$ cat src/rtl/restoring_divider.sv
// Sequential 8-bit unsigned restoring divider with integrated control FSM.
// Shares the multiplier front end: Run starts one division per press,
// ClearA_LoadB loads the dividend, Switches supplies dividend and divisor.
module restoring_divider (
    input  logic       Clk,
    input  logic       Reset,
    input  logic       Run,
    input  logic       ClearA_LoadB,
    input  logic [7:0] Switches,
    output logic [7:0] Aval,
    output logic [7:0] Bval,
    output logic       Busy,
    output logic       Done,
    output logic       DivZero
);

    localparam int unsigned W  = 8;
    localparam int unsigned CW = 3;

    typedef enum logic [2:0] {
        IDLE  = 3'd0,
        LATCH = 3'd1,
        SHIFT = 3'd2,
        SUB   = 3'd3,
        HOLD  = 3'd4
    } state_t;

    state_t          state;
    logic [W:0]      a;      // partial remainder; bit W is the guard bit
    logic [W-1:0]    q;      // dividend shifting out, quotient shifting in
    logic [W-1:0]    d;      // divisor captured at LATCH
    logic [CW-1:0]   cnt;    // iteration index 0..7
    logic [W:0]      diff;

    // Trial subtraction; diff[W] set means the divisor did not fit.
    always_comb begin
        diff = a - {1'b0, d};
    end

    assign Aval = a[W-1:0];
    assign Bval = q;

    // Control FSM and datapath registers; Busy/Done are registered with the state.
    always_ff @(posedge Clk) begin
        if (Reset) begin
            state   <= IDLE;
            a       <= '0;
            q       <= '0;
            d       <= '0;
            cnt     <= '0;
            Busy    <= 1'b0;
            Done    <= 1'b0;
            DivZero <= 1'b0;
        end else begin
            case (state)
                IDLE: begin
                    if (Run) begin
                        state <= LATCH;
                        Busy  <= 1'b1;
                    end else if (ClearA_LoadB) begin
                        q       <= Switches;
                        a       <= '0;
                        DivZero <= 1'b0;
                    end
                end

                LATCH: begin
                    d       <= Switches;
                    a       <= '0;
                    cnt     <= '0;
                    DivZero <= 1'b0;
                    if (Switches == '0) begin
                        // Divide by zero: all-ones quotient, dividend left as remainder.
                        q       <= '1;
                        a       <= {1'b0, q};
                        DivZero <= 1'b1;
                        state   <= HOLD;
                        Busy    <= 1'b0;
                        Done    <= 1'b1;
                    end else begin
                        state <= SHIFT;
                    end
                end

                SHIFT: begin
                    {a, q} <= {a[W-1:0], q, 1'b0};
                    state  <= SUB;
                end

                SUB: begin
                    // Keep the difference only when it is non-negative; otherwise restore.
                    if (!diff[W]) begin
                        a    <= diff;
                        q[0] <= 1'b1;
                    end
                    if (cnt == CW'(W - 1)) begin
                        state <= HOLD;
                        Busy  <= 1'b0;
                        Done  <= 1'b1;
                    end else begin
                        cnt   <= cnt + CW'(1);
                        state <= SHIFT;
                    end
                end

                HOLD: begin
                    // Wait for Run release so a held button cannot retrigger.
                    if (!Run) begin
                        state <= IDLE;
                        Done  <= 1'b0;
                    end
                end

                default: begin
                    state <= IDLE;
                    Busy  <= 1'b0;
                    Done  <= 1'b0;
                end
            endcase
        end
    end

endmodule

$ cat config.mk
export PLATFORM = sky130hd
export DESIGN_NAME = restoring_divider
export DESIGN_NICKNAME = d
export VERILOG_FILES = /design/src/rtl/restoring_divider.sv
export SDC_FILE = /design/constraint.sdc
export NUM_CORES = 1
export LEC_CHECK = 0
export ABC_AREA = 0
export CORE_UTILIZATION = 45
export CTS_CLUSTER_DIAMETER = 200
export DETAILED_ROUTE_END_ITERATION = 8
export DONT_BUFFER_PORTS = 1
export SLEW_MARGIN = 20
export SYNTH_ARGS = -nofsm -noshare
export SYNTH_HDL_FRONTEND = slang
export SYNTH_SLANG_ARGS = --single-unit
$ cat constraint.sdc
create_clock -name Clk -period 2.12 [get_ports Clk]
set_clock_uncertainty 0.1 [all_clocks]
set_input_delay 0.106 -clock Clk [delete_from_list [all_inputs] [get_ports Clk]]
set_output_delay 0.106 -clock Clk [all_outputs]
set_load 0.01 [all_outputs]
Yosys cells after proc, flatten, opt, wreduce, memory -nomap -nowiden. Index checks and enable logic that the tools add are counted.

Register bits: 34. Input port bits: 12. Output and inout port bits: 19. Logic and storage cells: 72.

Add/sub/neg operators: 2. Eq/ne operators: 13. Multiplexer cells: 30. Bitwise operators: 2. Reduce and logical (&&, ||, !) cells: 16.

Operators by type and width (number): case mux 9 bit (4 select lines) (1); 2-to-1 mux 8 bit (4); 2-to-1 mux 9 bit (3); case mux 7 bit (3 select lines) (1); != test 2 bit, second input constant (8); AND reduction 4 bit (4); 2-to-1 mux 3 bit (5); case mux 3 bit (5 select lines) (1); case mux 1 bit (4 select lines) (3); 2-to-1 mux 1 bit (10); subtractor 9 x 8 -> 9 bit (1); logical NOT 8 bit (1); equality test 3 x 2 -> 1 bit, second input constant (2); equality test 3 bit, second input constant (2); case mux 3 bit (2 select lines) (1); AND reduction 5 bit (1); AND reduction 2 bit (2); nonzero test 2 bit (2); nonzero test 4 bit (1); OR reduction 2 bit (2); adder 3 x 1 -> 3 bit, second input constant (1); equality test 3 x 1 -> 1 bit, second input constant (1); logical NOT 3 bit (1); AND reduction 3 bit (1); 3 further kinds (4).

Depth between registers and ports, before layout. Gate-level depths: netlist of the first run.

Depth after elaboration: 4. Mapped depth: 10. Depth with buffers taken out: 10.

Worst setup path before layout of the first run. No wires, ideal clock.

Kind: flip-flop to flip-flop. From: register a[0]. To: register a[5]. Setup time: 0.117 ns. Arrival time: 2.050 ns. Data required time: 1.903 ns. Setup slack: -0.147 ns. Stages on the path, launching flop included: 11. Buffers on the path: 0. Period minus slack after synthesis: 2.267 ns. Cells stage by stage: dfxtp_1 > inv_1 > ha_1 > inv_1 > fa_1 > a211oi_2 > nor4b_2 > o31a_2 > nor3_2 > nor2_2 > a32o_1.

Word-level cells in the longest chain between the ends: 3. Elaborated cells on any way between the ends: 5. Classes of those cells: add/sub: 1; eq/ne: 1; mux: 2; reduce/logical: 1.

RTL lines: start, declared (line 29) `logic [W:0] a;`; start signal, assigned (line 75) `a <= {1'b0, q};`; start signal, assigned (line 86) `{a, q} <= {a[W-1:0], q, 1'b0};`; start signal, assigned (line 93) `a <= diff;`; subtractor 9 x 8 -> 9 bit * (line 37) `diff = a - {1'b0, d};`; 2-to-1 mux 9 bit or != test 2 bit (tied branches); case mux 9 bit (4 select lines) or AND reduction 4 bit (tied branches).

Every way passes the cells marked *; elsewhere a longest branch is shown, timed or not. The select of a mux whose other input is x is not followed. A chain may end at the register's enable or synchronous reset.

Worst setup path after layout of the first run. Ends and elaborated chain as after synthesis.

==> flow_metrics.env, run 1 <==
export IMPL_rr_endpoint="a[5]$_SDFFE_PP0P_"
export IMPL_r2r_slack_ns=-0.15
export IMPL_fin_hold_ws_ns=-0.227
export IMPL_setup_slack_ns=-0.148
export IMPL_fin_crit_ns=2.27
export IMPL_cts_num_sinks=34
export IMPL_insertion_delay_ns=0.29
export IMPL_portBuffers=0
export IMPL_dr_pass1_iters=5
export IMPL_grt_pass1_wl_um=8850
export IMPL_worst_pin_slew_ns=0.558
export IMPL_die_w_um=68.1
export IMPL_hold_path_depth=1
export IMPL_fin_nets=298
export IMPL_dr_total_vias=1870
export IMPL_ioPinCount=31
export IMPL_worst_ep_arrival_time_ns=2.36
export IMPL_rsz0062_at_grt="yes"
export IMPL_crit_type="reg2reg"
export IMPL_cts_hold_buf=14
export IMPL_status="finished, violations left"
export IMPL_clockBufferDepth=2
export IMPL_start_util_pct=48.0
export IMPL_holdCritStartpoint="Reset"
export IMPL_ys_ff_latch=34
export IMPL_finalCritPeriodShare_pct=107
export IMPL_crit_path_start_kind="register"
export IMPL_setup_viol=10
export IMPL_synth_net_count=266
export IMPL_wl_um=5560
export IMPL_p_leak_nw=0.962
export IMPL_layout_drive_gt1_share_pct=21.4
export IMPL_grt_ovfl_total=0
export IMPL_slew_violations=0
export IMPL_post_place_ws_ns=-0.157
export IMPL_syn_avg_cell_area_um2=8.08
export IMPL_whs_endpoint="a[8]$_SDFFE_PP0P_"
export IMPL_drt_iter0_markers=135
export IMPL_grt_max_degree=29
export IMPL_area_growth_pct=25.1
export IMPL_synthArstFlopShare_pct=0
export IMPL_drt_wirelength_per_cell_um=17.0
export IMPL_gp_routability_congestion=0.830
export IMPL_diodes=0
export IMPL_reg2reg_from="a[0]$_SDFFE_PP0P_"
export IMPL_drv_cap=0
export IMPL_reg2reg_depth=10
export IMPL_cts_tree="built"
export IMPL_mostFrequentLayoutCell="nand2_1"
export IMPL_grt_pass1_vias=1820
export IMPL_synthFlopType="dfxtp_1"
export IMPL_tns_ns=-0.826
export IMPL_syn_inst=243
export IMPL_final_cell_mix="nand2_1, dfxtp_1, buf_4"
export IMPL_via_per_inst=5.74
export IMPL_antenna_found_initial=0
export IMPL_ant_nets=0
export IMPL_cp_end_kind="register"
export IMPL_synth_edf_count=0
export IMPL_gr_usage_all_layers_pct=26.5
export IMPL_cts_root_buf="clkbuf_8"
export IMPL_cp_max_fo=8
export IMPL_final_area_um2=2460
export IMPL_cts_buffers=5
export IMPL_clk_pin_slew_worst_paths_ns=0.07
export IMPL_dp_hpwl_um=4110
export IMPL_peakVddDrop_v=0.000415
export IMPL_netlist_cell_type_count=47
export IMPL_fmax_ghz=0.441
export IMPL_placementRows=23
export IMPL_syn_cell_area_um2=1960
export IMPL_core_area_um2=4090
export IMPL_required_ns=2.21
export IMPL_h_tree_depth=2
export IMPL_relSlewSlack_pct=62.8
export IMPL_placedInstanceArea_um2=2140
export IMPL_dieArea_um2=4630
export IMPL_power_per_cell_area_nw_per_um2=653
export IMPL_violations="hold timing, setup timing"
export IMPL_synth_warnings=0
export IMPL_drc=0
export IMPL_die_height_um=68.1
export IMPL_hold_viol=19
export IMPL_yosysSeqAreaShare_pct=34.7
export IMPL_min_path_type="in2reg"
[layer usage]
metal	wire, µm	track usage (%)	vias to the layer above
met5	0	0	-
met4	63	9.11	0
met3	409	7.67	6
met2	2460	40.2	52
met1	2620	35.6	868
li1	-	-	944
[state kept, by name (all words and copies together) (netlist names)]
register	count
Busy	1
Bval	8
DivZero	1
Done	1
a	9
cnt	3
d	8
state	3
[cell usage after synthesis (2+ instances only)]
cell       count  area, µm²
nand4b_1       2       17.5
inv_1         11       41.3
a21oi_1       21        105
a32o_1         2       20.0
and3_1         2       12.5
o31ai_1        2       15.0
a222oi_1       4       40.0
clkbuf_1       5       18.8
a211oi_1       6       45.0
a221oi_1       4       35.0
nor3_1         7       35.0
ha_1          10        125
nor2_2         2       12.5
o2bb2ai_1      7       61.3
nor2_1        26       97.6
o221ai_1       5       43.8
nand2_1       35        131
buf_4          9       67.6
nand3_1        2       10.0
buf_2          4       20.0
nand2b_1       5       31.3
a22oi_1        2       15.0
o21ai_0        8       40.0
nor2b_1        2       12.5
dfxtp_1       34        681
nor3_2         2       20.0
nor4_1         4       25.0
[final cells by class]
| type | instances | area, µm² |
|---|---|---|
| flip-flops and latches | 34 | 684 |
| inverters | 11 | 41.3 |
| well taps | 50 | 62.6 |
| clock inverters | 1 | 30.0 |
| repair buffers | 44 | 365 |
| fillers | 395 | 1630 |
| multi-input cells | 179 | 1200 |
| clock buffers | 7 | 76.3 |
[metrics by stage]
| step | util [%] | total power [mW] | std cells |
|---|---|---|---|
| 4_1_cts | 59.2 | 1.59 | 325 |
| 2_1_floorplan | - | 0.912 | 243 |
| 3_5_place_dp | 52.4 | 0.983 | 302 |
| 3_3_place_gp | 52.4 | 0.982 | 302 |
| 6_report | 60.1 | 1.60 | 326 |
| 5_1_grt | 60.1 | 1.67 | 326 |
[worst max-delay path by stage]
stage | start | to | slack, ns | cells after the start
after global placement | a[0]$_SDFFE_PP0P_ | a[5]$_SDFFE_PP0P_ | -0.11 | 10
after floorplan | a[0]$_SDFFE_PP0P_ | a[5]$_SDFFE_PP0P_ | -0.09 | 10
after CTS | a[0]$_SDFFE_PP0P_ | a[5]$_SDFFE_PP0P_ | -0.13 | 10
after global routing | a[0]$_SDFFE_PP0P_ | a[5]$_SDFFE_PP0P_ | -0.25 | 10
after detailed placement | a[0]$_SDFFE_PP0P_ | a[5]$_SDFFE_PP0P_ | -0.16 | 10
final | a[0]$_SDFFE_PP0P_ | a[5]$_SDFFE_PP0P_ | -0.15 | 10
[cell families (layout without fill, tap and decap cells)]
family	count (synthesis)	after routing	synth area share [%]
muxes	1	1	0.510
and+or+nand+nor	95	95	23.4
xor gates and xnor gates	2	2	0.892
DFF	34	34	34.7
adders and majority gates	11	11	7.39
buffers and inverters	30	63	7.78
AOI/OAI and AO/OA	70	70	25.4
[power by group]
group	switching [mW]	total, mW	internal (mW)
Clock	0.239	0.591	0.352
Sequential	0.0521	0.724	0.672
Combinational	0.154	0.288	0.134
Total	0.446	1.60	1.16
[worst max-delay path: stages, from the launching register on]
cell	delay [ns]
dfxtp_2	0.33
inv_2	0.06
ha_4	0.13
inv_2	0.03
fa_2	0.36
a211oi_4	0.24
nor4b_2	0.10
o31a_2	0.35
nor3_4	0.17
nor2_4	0.09
a32o_1	0.21
[what timing repair did]
action                                  4_1_cts  5_1_grt
pin swaps                                     4        1
endpoints found under the hold margin        34       20
endpoints found under the setup margin       10       15
gates resized for setup                       4       10
buffers inserted                              1        1
Power figures use the tool's default switching activity.
==> run 2: changes to the inputs <==
--- a/config.mk
+++ b/config.mk
@@ -6,10 +6,13 @@
 export NUM_CORES = 1
 export LEC_CHECK = 0
 export ABC_AREA = 0
-export CORE_UTILIZATION = 45
+export CELL_PAD_IN_SITES_DETAIL_PLACEMENT = 1
+export CELL_PAD_IN_SITES_GLOBAL_PLACEMENT = 2
+export CORE_UTILIZATION = 33
 export CTS_CLUSTER_DIAMETER = 200
 export DETAILED_ROUTE_END_ITERATION = 8
 export DONT_BUFFER_PORTS = 1
+export PLACE_DENSITY_LB_ADDON = 0.1
 export SLEW_MARGIN = 20
 export SYNTH_ARGS = -nofsm -noshare
 export SYNTH_HDL_FRONTEND = slang
==> run 2 against run 1 <==
Compared with the run above:
- the run still ends with hold timing, setup timing left
- global-route usage is 3.4 points lower
- via count is 6.7% higher
- total power is 8.8% lower
- fmax is 0.76% lower
- critical path depth stayed put
- routed wire length is 22% higher
- non-clock buffer count is 3 lower
- sequential power hardly changed
- clock-buffer cell count stayed put
- die area is 35% higher
- critical endpoint unchanged
- largest cell class unchanged
==> flow_metrics.env, run 2 (synthesized netlist as in run 1, its figures left out) <==
export IMPL_fmax_ghz=0.438
export IMPL_dieArea_um2=6260
export IMPL_crit_start="a[0]$_SDFFE_PP0P_"
export IMPL_cts_tree="built"
export IMPL_die_w_um=79.1
export IMPL_final_cell_mix="nand2_1, dfxtp_1, buf_4"
export IMPL_peakVddDrop_v=0.000299
export IMPL_dp_hpwl_um=5330
export IMPL_antenna_found_initial=0
export IMPL_clk_pin_slew_worst_paths_ns=0.07
export IMPL_die_height_um=79.1
export IMPL_final_cells=344
export IMPL_placedInstanceArea_um2=2170
export IMPL_fin_hold_ws_ns=-0.215
export IMPL_grt_ovfl_total=0
export IMPL_dr_pass1_iters=5
export IMPL_h_tree_depth=2
export IMPL_slew_violations=0
export IMPL_critPathBufInv=2
export IMPL_cts_root_buf="clkbuf_8"
export IMPL_crit_family="compound AO/OA/AOI/OAI gates"
export IMPL_drc=0
export IMPL_gr_usage_all_layers_pct=23.1
export IMPL_largest_register_ffs=9
export IMPL_power_per_cell_area_nw_per_um2=605
export IMPL_ant_nets=0
export IMPL_layout_drive_gt1_share_pct=21.3
export IMPL_worst_pin_slew_ns=0.477
export IMPL_tns_ns=-1.10
export IMPL_p_total_mw=1.46
export IMPL_whs_endpoint="a[8]$_SDFFE_PP0P_"
export IMPL_insertion_delay_ns=0.28
export IMPL_cts_buffers=5
export IMPL_crit_path_start_kind="register"
export IMPL_slowest_delay_ns=0.36
export IMPL_r2r_slack_ns=-0.16
export IMPL_fin_crit_ns=2.28
export IMPL_fin_nets=295
export IMPL_min_path_type="in2reg"
export IMPL_area_growth_pct=23.2
export IMPL_core_area_um2=5610
export IMPL_regMostFlops="a"
export IMPL_mostFrequentLayoutCell="nand2_1"
export IMPL_post_place_ws_ns=-0.207
export IMPL_ioPinCount=31
export IMPL_relSlewSlack_pct=67.8
export IMPL_cts_hold_buf=12
export IMPL_drt_wirelength_per_cell_um=19.7
export IMPL_rr_endpoint="a[5]$_SDFFE_PP0P_"
export IMPL_crit_chain="inv_2, ha_4, inv_2, fa_2, a211oi_4, nor4b_2, o31a_2, nor3_4, nor2_4, a32o_1"
export IMPL_holdCritStartpoint="Reset"
export IMPL_gp_routability_congestion=0.809
export IMPL_drv_cap=0
export IMPL_final_area_um2=2420
export IMPL_worstSetupPathDepth=10
export IMPL_clockBufferDepth=2
export IMPL_required_ns=2.19
export IMPL_grt_max_degree=29
export IMPL_start_util_pct=35.0
export IMPL_utilization_pct=43.1
export IMPL_crit_top_cell="inv_2"
export IMPL_cp_end_kind="register"
export IMPL_grt_pass1_vias=2054
export IMPL_status="finished, violations left"
export IMPL_dr_total_vias=1996
export IMPL_rsz0062_at_grt="yes"
export IMPL_placementRows=27
export IMPL_setup_viol=10
export IMPL_setup_slack_ns=-0.165
export IMPL_hold_viol=21
export IMPL_cts_num_sinks=34
export IMPL_cp_max_fo=8
export IMPL_drt_iter0_markers=124
export IMPL_grt_pass1_wl_um=11000
export IMPL_diodes=0
export IMPL_hold_path_depth=1
export IMPL_dpl_cell_count=324
export IMPL_worst_ep_arrival_time_ns=2.36
export IMPL_violations="hold timing, setup timing"
export IMPL_reg2reg_from="a[0]$_SDFFE_PP0P_"
export IMPL_cp_slowest_cell="fa_2"
export IMPL_finalCritPeriodShare_pct=108
export IMPL_p_leak_nw=0.932
export IMPL_portBuffers=0
export IMPL_reg2reg_depth=10
export IMPL_wl_um=6790
export IMPL_via_per_inst=5.80
export IMPL_crit_type="reg2reg"
==> run 2: layout make-up <==
type	count	area [µm²]
inverter	11	41.3
clock buffer	7	76.3
tap	72	90.1
fill	726	3190
timing repair buffer	41	338
multi-input combinational	179	1190
sequential	34	684
==> run 2: how the worst max path moves through the flow <==
stage	end
global placement	a[5]$_SDFFE_PP0P_
global route	a[5]$_SDFFE_PP0P_
floorplan	a[5]$_SDFFE_PP0P_
detailed placement	a[5]$_SDFFE_PP0P_
finish	a[5]$_SDFFE_PP0P_
CTS	a[5]$_SDFFE_PP0P_
==> run 2: what timing repair did <==
action / CTS / global route
pin swaps: 1 / 0
gates resized for setup: 6 / 8
setup buffers: 1 / 0
setup endpoints to repair: 10 / 12
hold endpoints to repair: 33 / 21
cloned: 0 / 0
==> run 2: power breakdown <==
part	internal, mW	switching, mW
clock network	0.226	0.223
registers	0.672	0.0535
logic	0.128	0.160
==> run 2: metal layers <==
layer  GRT usage [%]  vias up  share of wire, %
met3            4.60        5               5.4
met1            30.9      991                47
met5               0        -                 0
li1                -      940                 -
met2            38.1       60                47
met4            5.64        0              0.75
